## src/rtl/lfsr_pkg.sv

```systemverilog
// Shared constants for the Galois LFSR family: default 8-bit pair,
// recommended primitive toggle masks (right-shift convention) and period helper.
package lfsr_pkg;

  localparam int MIN_WIDTH = 4;
  localparam int MAX_WIDTH = 32;

  localparam logic [7:0] POLY_8 = 8'h95;
  localparam logic [7:0] SEED_8 = 8'h06;

  typedef logic [MAX_WIDTH-1:0] mask_t;

  // Bit k of a mask toggles state bit k when the shifted-out bit is 1;
  // the top bit is always set so the map is invertible.
  function automatic mask_t primitive_mask(input int width);
    case (width)
      4:       primitive_mask = 32'h0000_0009;
      5:       primitive_mask = 32'h0000_0012;
      6:       primitive_mask = 32'h0000_0021;
      7:       primitive_mask = 32'h0000_0041;
      8:       primitive_mask = 32'h0000_0095;
      9:       primitive_mask = 32'h0000_0108;
      10:      primitive_mask = 32'h0000_0204;
      11:      primitive_mask = 32'h0000_0402;
      12:      primitive_mask = 32'h0000_0CA0;
      13:      primitive_mask = 32'h0000_1B00;
      14:      primitive_mask = 32'h0000_3500;
      15:      primitive_mask = 32'h0000_4001;
      16:      primitive_mask = 32'h0000_B400;
      17:      primitive_mask = 32'h0001_0004;
      18:      primitive_mask = 32'h0002_0040;
      19:      primitive_mask = 32'h0007_1000;
      20:      primitive_mask = 32'h0008_0004;
      21:      primitive_mask = 32'h0010_0002;
      22:      primitive_mask = 32'h0020_0001;
      23:      primitive_mask = 32'h0040_0010;
      24:      primitive_mask = 32'h0080_0043;
      25:      primitive_mask = 32'h0100_0004;
      26:      primitive_mask = 32'h0388_0000;
      27:      primitive_mask = 32'h0720_0000;
      28:      primitive_mask = 32'h0800_0004;
      29:      primitive_mask = 32'h1000_0002;
      30:      primitive_mask = 32'h3280_0000;
      31:      primitive_mask = 32'h4000_0004;
      32:      primitive_mask = 32'hE000_0200;
      default: primitive_mask = '0;
    endcase
  endfunction

  function automatic longint unsigned max_period(input int width);
    return (64'd1 << width) - 64'd1;
  endfunction

endpackage

```

## src/rtl/lfsr_gal_step.sv

```systemverilog
// One combinational Galois substep: shift right, toggle POLY when the
// outgoing bit is 1, and flag an all-ones successor.
module lfsr_gal_step
  import lfsr_pkg::*;
#(
  parameter int              WIDTH = 8,
  parameter logic [WIDTH-1:0] POLY = POLY_8
) (
  input  logic [WIDTH-1:0] s,
  output logic [WIDTH-1:0] s_next,
  output logic             out_bit,
  output logic             is_ones
);

  assign out_bit = s[0];
  assign s_next  = (s >> 1) ^ (s[0] ? POLY : '0);
  assign is_ones = &s_next;

endmodule

```

## src/rtl/lfsr_gal.sv

```systemverilog
// Parametrised Galois LFSR advancing STEPS substeps per enabled clock, with
// zero-safe seed load and an on-chip period meter keyed on the all-ones state.
module lfsr_gal
  import lfsr_pkg::*;
#(
  parameter int               WIDTH = 8,
  parameter logic [WIDTH-1:0] POLY  = POLY_8,
  parameter logic [WIDTH-1:0] SEED  = SEED_8,
  parameter int               STEPS = 1
) (
  input  logic             CLK,
  input  logic             RESET,
  input  logic             LFSR_EN,
  input  logic             LOAD,
  input  logic [WIDTH-1:0] LOAD_VAL,
  output logic [WIDTH-1:0] LFSR_STATE,
  output logic [STEPS-1:0] LFSR_BITS,
  output logic             LFSR_PERIOD,
  output logic [WIDTH:0]   PERIOD_LEN,
  output logic             PERIOD_VALID
);

  localparam int            CW       = WIDTH + 1;
  localparam logic [CW-1:0] STEP_INC = CW'(STEPS);

  logic [WIDTH-1:0] chain [STEPS+1];
  logic [STEPS-1:0] sub_bits;
  logic [STEPS-1:0] sub_hit;
  logic             any_hit;
  logic [CW-1:0]    hit_idx;
  logic [CW-1:0]    hit_off;
  logic [CW-1:0]    cnt_rest;
  logic [CW-1:0]    cnt;
  logic             armed;

  assign chain[0] = LFSR_STATE;

  for (genvar g = 0; g < STEPS; g++) begin : g_step
    lfsr_gal_step #(
      .WIDTH (WIDTH),
      .POLY  (POLY)
    ) u_step (
      .s       (chain[g]),
      .s_next  (chain[g+1]),
      .out_bit (sub_bits[g]),
      .is_ones (sub_hit[g])
    );
  end

  // At most one substep can land on all-ones per clock, so a plain scan suffices.
  always_comb begin
    // NOTE: default assignment first so no latch is inferred when no substep hits.
    hit_idx = '0;
    for (int i = 0; i < STEPS; i++) begin
      if (sub_hit[i]) hit_idx = CW'(i);
    end
  end

  assign any_hit  = |sub_hit;
  assign hit_off  = hit_idx + CW'(1);
  assign cnt_rest = STEP_INC - hit_off;

  function automatic logic [CW-1:0] sat_add(input logic [CW-1:0] a, input logic [CW-1:0] b);
    logic [CW:0] sum;
    sum = {1'b0, a} + {1'b0, b};
    return sum[CW] ? '1 : sum[CW-1:0];
  endfunction

  // Idle clocks freeze everything, including the hit flag, so it keeps tracking the held state.
  always_ff @(posedge CLK or posedge RESET) begin
    // NOTE: non-blocking assignments throughout so every register samples pre-edge values.
    if (RESET) begin
      LFSR_STATE   <= SEED;
      LFSR_BITS    <= '0;
      LFSR_PERIOD  <= 1'b0;
      PERIOD_LEN   <= '0;
      PERIOD_VALID <= 1'b0;
      cnt          <= '0;
      armed        <= 1'b0;
    end else if (LOAD) begin
      LFSR_STATE   <= (LOAD_VAL == '0) ? SEED : LOAD_VAL;
      LFSR_PERIOD  <= 1'b0;
      PERIOD_VALID <= 1'b0;
      cnt          <= '0;
      armed        <= 1'b0;
    end else if (LFSR_EN) begin
      LFSR_STATE  <= chain[STEPS];
      LFSR_BITS   <= sub_bits;
      LFSR_PERIOD <= any_hit;
      if (any_hit) begin
        if (armed) begin
          PERIOD_LEN   <= sat_add(cnt, hit_off);
          PERIOD_VALID <= 1'b1;
        end
        armed <= 1'b1;
        cnt   <= cnt_rest;
      end else begin
        cnt <= sat_add(cnt, STEP_INC);
      end
    end
  end

endmodule
```

## config.mk

```make
export PLATFORM = sky130hd
export DESIGN_NAME = lfsr_gal
export DESIGN_NICKNAME = d
export VERILOG_FILES = /design/src/rtl/lfsr_pkg.sv /design/src/rtl/lfsr_gal_step.sv /design/src/rtl/lfsr_gal.sv
export SDC_FILE = /design/constraint.sdc
export NUM_CORES = 1
export LEC_CHECK = 0
export ABC_AREA = 1
export BUFFER_PORTS_ARGS = -buffer_cell sky130_fd_sc_hd__buf_2
export CAP_MARGIN = 25
export CORE_ASPECT_RATIO = 0.75
export CORE_UTILIZATION = 30
export DETAILED_ROUTE_END_ITERATION = 10
export GPL_ROUTABILITY_DRIVEN = 0
export PLACE_DENSITY = 0.52
export SETUP_SLACK_MARGIN = 0.3
export SLEW_MARGIN = 20
export SYNTH_ARGS = -nofsm -noshare
export SYNTH_HDL_FRONTEND = slang
export SYNTH_HIERARCHICAL = 1
export SYNTH_SLANG_ARGS = --single-unit
```

## constraint.sdc

```tcl
create_clock -name CLK -period 3.7 [get_ports CLK]
set_input_delay 0.37 -clock CLK [delete_from_list [all_inputs] [get_ports CLK]]
set_output_delay 0.37 -clock CLK [all_outputs]
set_load 0.01 [all_outputs]
```

==> run_results.csv <==
group,metric,value,unit
route,wl_per_cell,11.9,um
pwr,finalPower,0.000771,W
route,antenna_left,0,
place,place_ws,1.87,ns
synthesis,synth_nets,241,
worst_setup_path,reg2reg_depth,9,
timing,maxSlewViolCount,0,
synthesis,muxShareOfSynthArea,0,%
layout,antenna_cells,0,
synthesis,synth.top_cells.by_area,"dfrtp_1 (41%), nand2_1 (23%), buf_4 (7.5%)",
synthesis,synth_edf_count,0,
timing,holdWs,0.219,ns
synthesis,ys_types,22,
worst_setup_path,cp_top_family,"simple AND/OR/NAND/NOR gates",
pwr,power_per_cell_area,394,nW/um^2
synthesis,synthesis.area,1710,um^2
worst_setup_path,cp-end-kind,"register",
timing,fin_ws,1.87,ns
route,vias,1391,
timing,tns,0,ns
worst_setup_path,critPathRequiredTime,3.87,ns
die,die_h,67.4,um
clock_tree,htree_levels,2,
die,io_pins,32,
timing,fin_skew,0.00370,ns
synthesis,synth_top_area_share,40.9,%
synthesis,dominantRegCellSynth,"dfrtp_1",
route,drc,0,
pwr,power.leakage,1.11,nW
clock_tree,cts_sinks,30,
timing,fmax,546,MHz
synthesis,synthTopCellsByCount,"nand2_1 (107), dfrtp_1 (28), buf_4 (17), inv_1 (17), nand3_1 (14)",
synthesis,synth.largest_area_cell,"dfrtp_1",
worst_setup_path,cp-start-kind,"register",
pwr,ir_drop,0.153,mV
clock_tree,clk_pin_slew,0.06,ns
grt,antenna_found_initial,0,
clock_tree,cts_buffers,5,
run_status,status,"completed",
layout,area_growth,14.1,%
worst_setup_path,path_buf_inv,1,
layout,drive_gt1_share,24.8,%
worst_setup_path,worst_path_largest_cell_delay,0.56,ns
grt,grt_usage,14.5,%
grt,grt_pass1_vias,1319,
worst_setup_path,criticalPathCategory,"register to register",
route,first_iter_violations,67,
place,place_hpwl,2.90,mm
worst_setup_path,cp_num_cells,9,
clock_tree,cts_buffer_depth,2,
die,core,5410,um^2
grt,grt_max_degree,21,
synthesis,synthAdderAreaFrac,0.730,%
synthesis,syn_inst,228,
grt,grt_pass1_wl,6.41,mm
job,maxCapViolations,0,
timing,finalSetupViolCount,0,
die,start_util,31.7,%
die,rows,23,
clock_tree,clk_latency,0.28,ns
synthesis,ys_async_sr_fraction,100,%
timing,grt_setup_unrepaired,"no",
timing,relSlewSlack,49.2,%
clock_tree,cts_setup_buffers,0,
layout,fillers,612,
worst_setup_path,path_max_fanout,10,
min_path,hold_class,"input port to asynchronous set/reset pin",
synthesis,synth_top_family_by_area,"simple AND/OR/NAND/NOR gates",
layout,fin_nets,263,
timing,period_needed,1.83,ns
worst_setup_path,path_cells,"nand2_1 > nor2_1 > nand2_1 > nor2_1 > nand2_2 > nor2_8 > inv_2 > nand2_1 > nand2_1",
synthesis,synthXorXnorAreaFrac,0.511,%
layout,instances_no_fill,325,
route,first_pass_iters,4,
place,dp_cells,318,
worst_setup_path,cp_slowest_cell,"dfstp_2",
timing,hold_violations,0,
die,fp.dieArea,6020,um^2
route,wl,3.86,mm
synthesis,ys_ff_latch,30,
worst_setup_path,critPathMostFrequentCell,"nand2_1",
synthesis,synth_area_per_cell,7.51,um^2
clock_tree,cts_tree,"yes",
clock_tree,cts-root-buf,"clkbuf_8",
clock_tree,cts_resized,0,
synthesis,ys_seq_area_share,44.0,%
place,numPortBuffers,31,
worst_setup_path,cp.arrival,2.00,ns
synthesis,synth_compound_area_share,3.29,%
timing,timing.final.crit_share,49.5,%
clock_tree,ctsHoldBuffers,0,
synthesis,ys.warnings.count,6,
synthesis,yosysMostFrequentCell,"nand2_1",
timing,tightest_slew,0.761,ns
synthesis,synth-simple-area-share,39.4,%
grt,overflow,0,
route,viasPerCell,4.28,
die,die_x,89.3,um
-- final cells by class --
class	instances	area (um^2)	area share, %
flip-flops and latches	30	753	38.5
well taps	75	93.8	4.80
inverters	21	78.8	4.03
repair buffers	32	163	8.32
multi-input cells	160	753	38.5
clock inverters	1	30.0	1.54
clock buffers	6	82.6	4.23
-- cell usage in the layout, fill, tap and decap left out --
| master | netlist | routed |
|---|---|---|
| a22oi_1 | 2 | 2 |
| buf_2 | 0 | 31 |
| buf_4 | 17 | 1 |
| bufinv_16 | 0 | 1 |
| clkbuf_8 | 0 | 6 |
| dfrtp_1 | 28 | 28 |
| dfstp_2 | 2 | 2 |
| ha_1 | 1 | 1 |
| inv_1 | 17 | 17 |
| inv_2 | 4 | 4 |
| nand2_1 | 107 | 107 |
| nand2_2 | 5 | 5 |
| nand2_4 | 1 | 1 |
| nand3_1 | 14 | 14 |
| nand3_2 | 5 | 5 |
| nand4_1 | 1 | 1 |
| nor2_1 | 11 | 11 |
| nor2_2 | 2 | 2 |
| nor2_4 | 1 | 1 |
| nor2_8 | 2 | 2 |
| o21ai_0 | 3 | 3 |
| o21ai_1 | 2 | 2 |
| o21ai_2 | 1 | 1 |
| o21bai_1 | 1 | 1 |
| xor2_1 | 1 | 1 |
-- registers in the layout, summed over array words and instances (netlist names) --
signal and flops:
PERIOD_LEN 9, cnt 9, LFSR_STATE 8, LFSR_BITS 1, LFSR_PERIOD 1, PERIOD_VALID 1, armed 1
-- power breakdown --
part	total [W]	internal (W)	switching, W
registers	0.000360	0.000343	0.0000168
clock network	0.000334	0.000215	0.000118
logic	0.0000773	0.0000283	0.0000490
-- cell families (layout without fill, tap and decap cells) --
| logic type | Yosys count | after routing |
|---|---|---|
| AO/OA/AOI/OAI | 9 | 9 |
| XOR/XNOR | 1 | 1 |
| adder cells (fa/ha/maj) | 1 | 1 |
| buffers and inverters | 38 | 60 |
| flip-flops | 30 | 30 |
| AND/OR/NAND/NOR | 149 | 149 |
-- routing by layer --
| layer | part of all wire [%] | routed length (um) | vias up | GRT usage [%] |
|---|---|---|---|---|
| li1 | - | - | 733 | - |
| met1 | 57 | 2190 | 631 | 21.9 |
| met2 | 38 | 1490 | 23 | 19.3 |
| met3 | 3.4 | 132 | 4 | 4.03 |
| met4 | 1.3 | 49 | 0 | 5.36 |
| met5 | 0 | 0 | - | 0 |
-- final timing paths --
check | endpoint | slack, ns | from
min | LFSR_BITS | 0.22 | RESET
max | PERIOD_LEN[7] | 1.87 | LFSR_STATE[2]
min in group CLK | LFSR_STATE[4] | 0.32 | LOAD_VAL[4]
max in group asynchronous | PERIOD_LEN[2] | 2.82 | RESET
max reg2reg | PERIOD_LEN[7] | 1.87 | LFSR_STATE[2]
min reg2reg | PERIOD_LEN[2] | 0.48 | PERIOD_LEN[2]
-- metrics by stage --
step / utilization [%] / instance area, um^2
CTS: 36.1 / 1950
detailed placement: 34.0 / 1840
finish: 36.1 / 1950
floorplan: - / 1710
global placement: 34.0 / 1840
global route: 36.1 / 1950
Power figures use the tool's default switching activity.
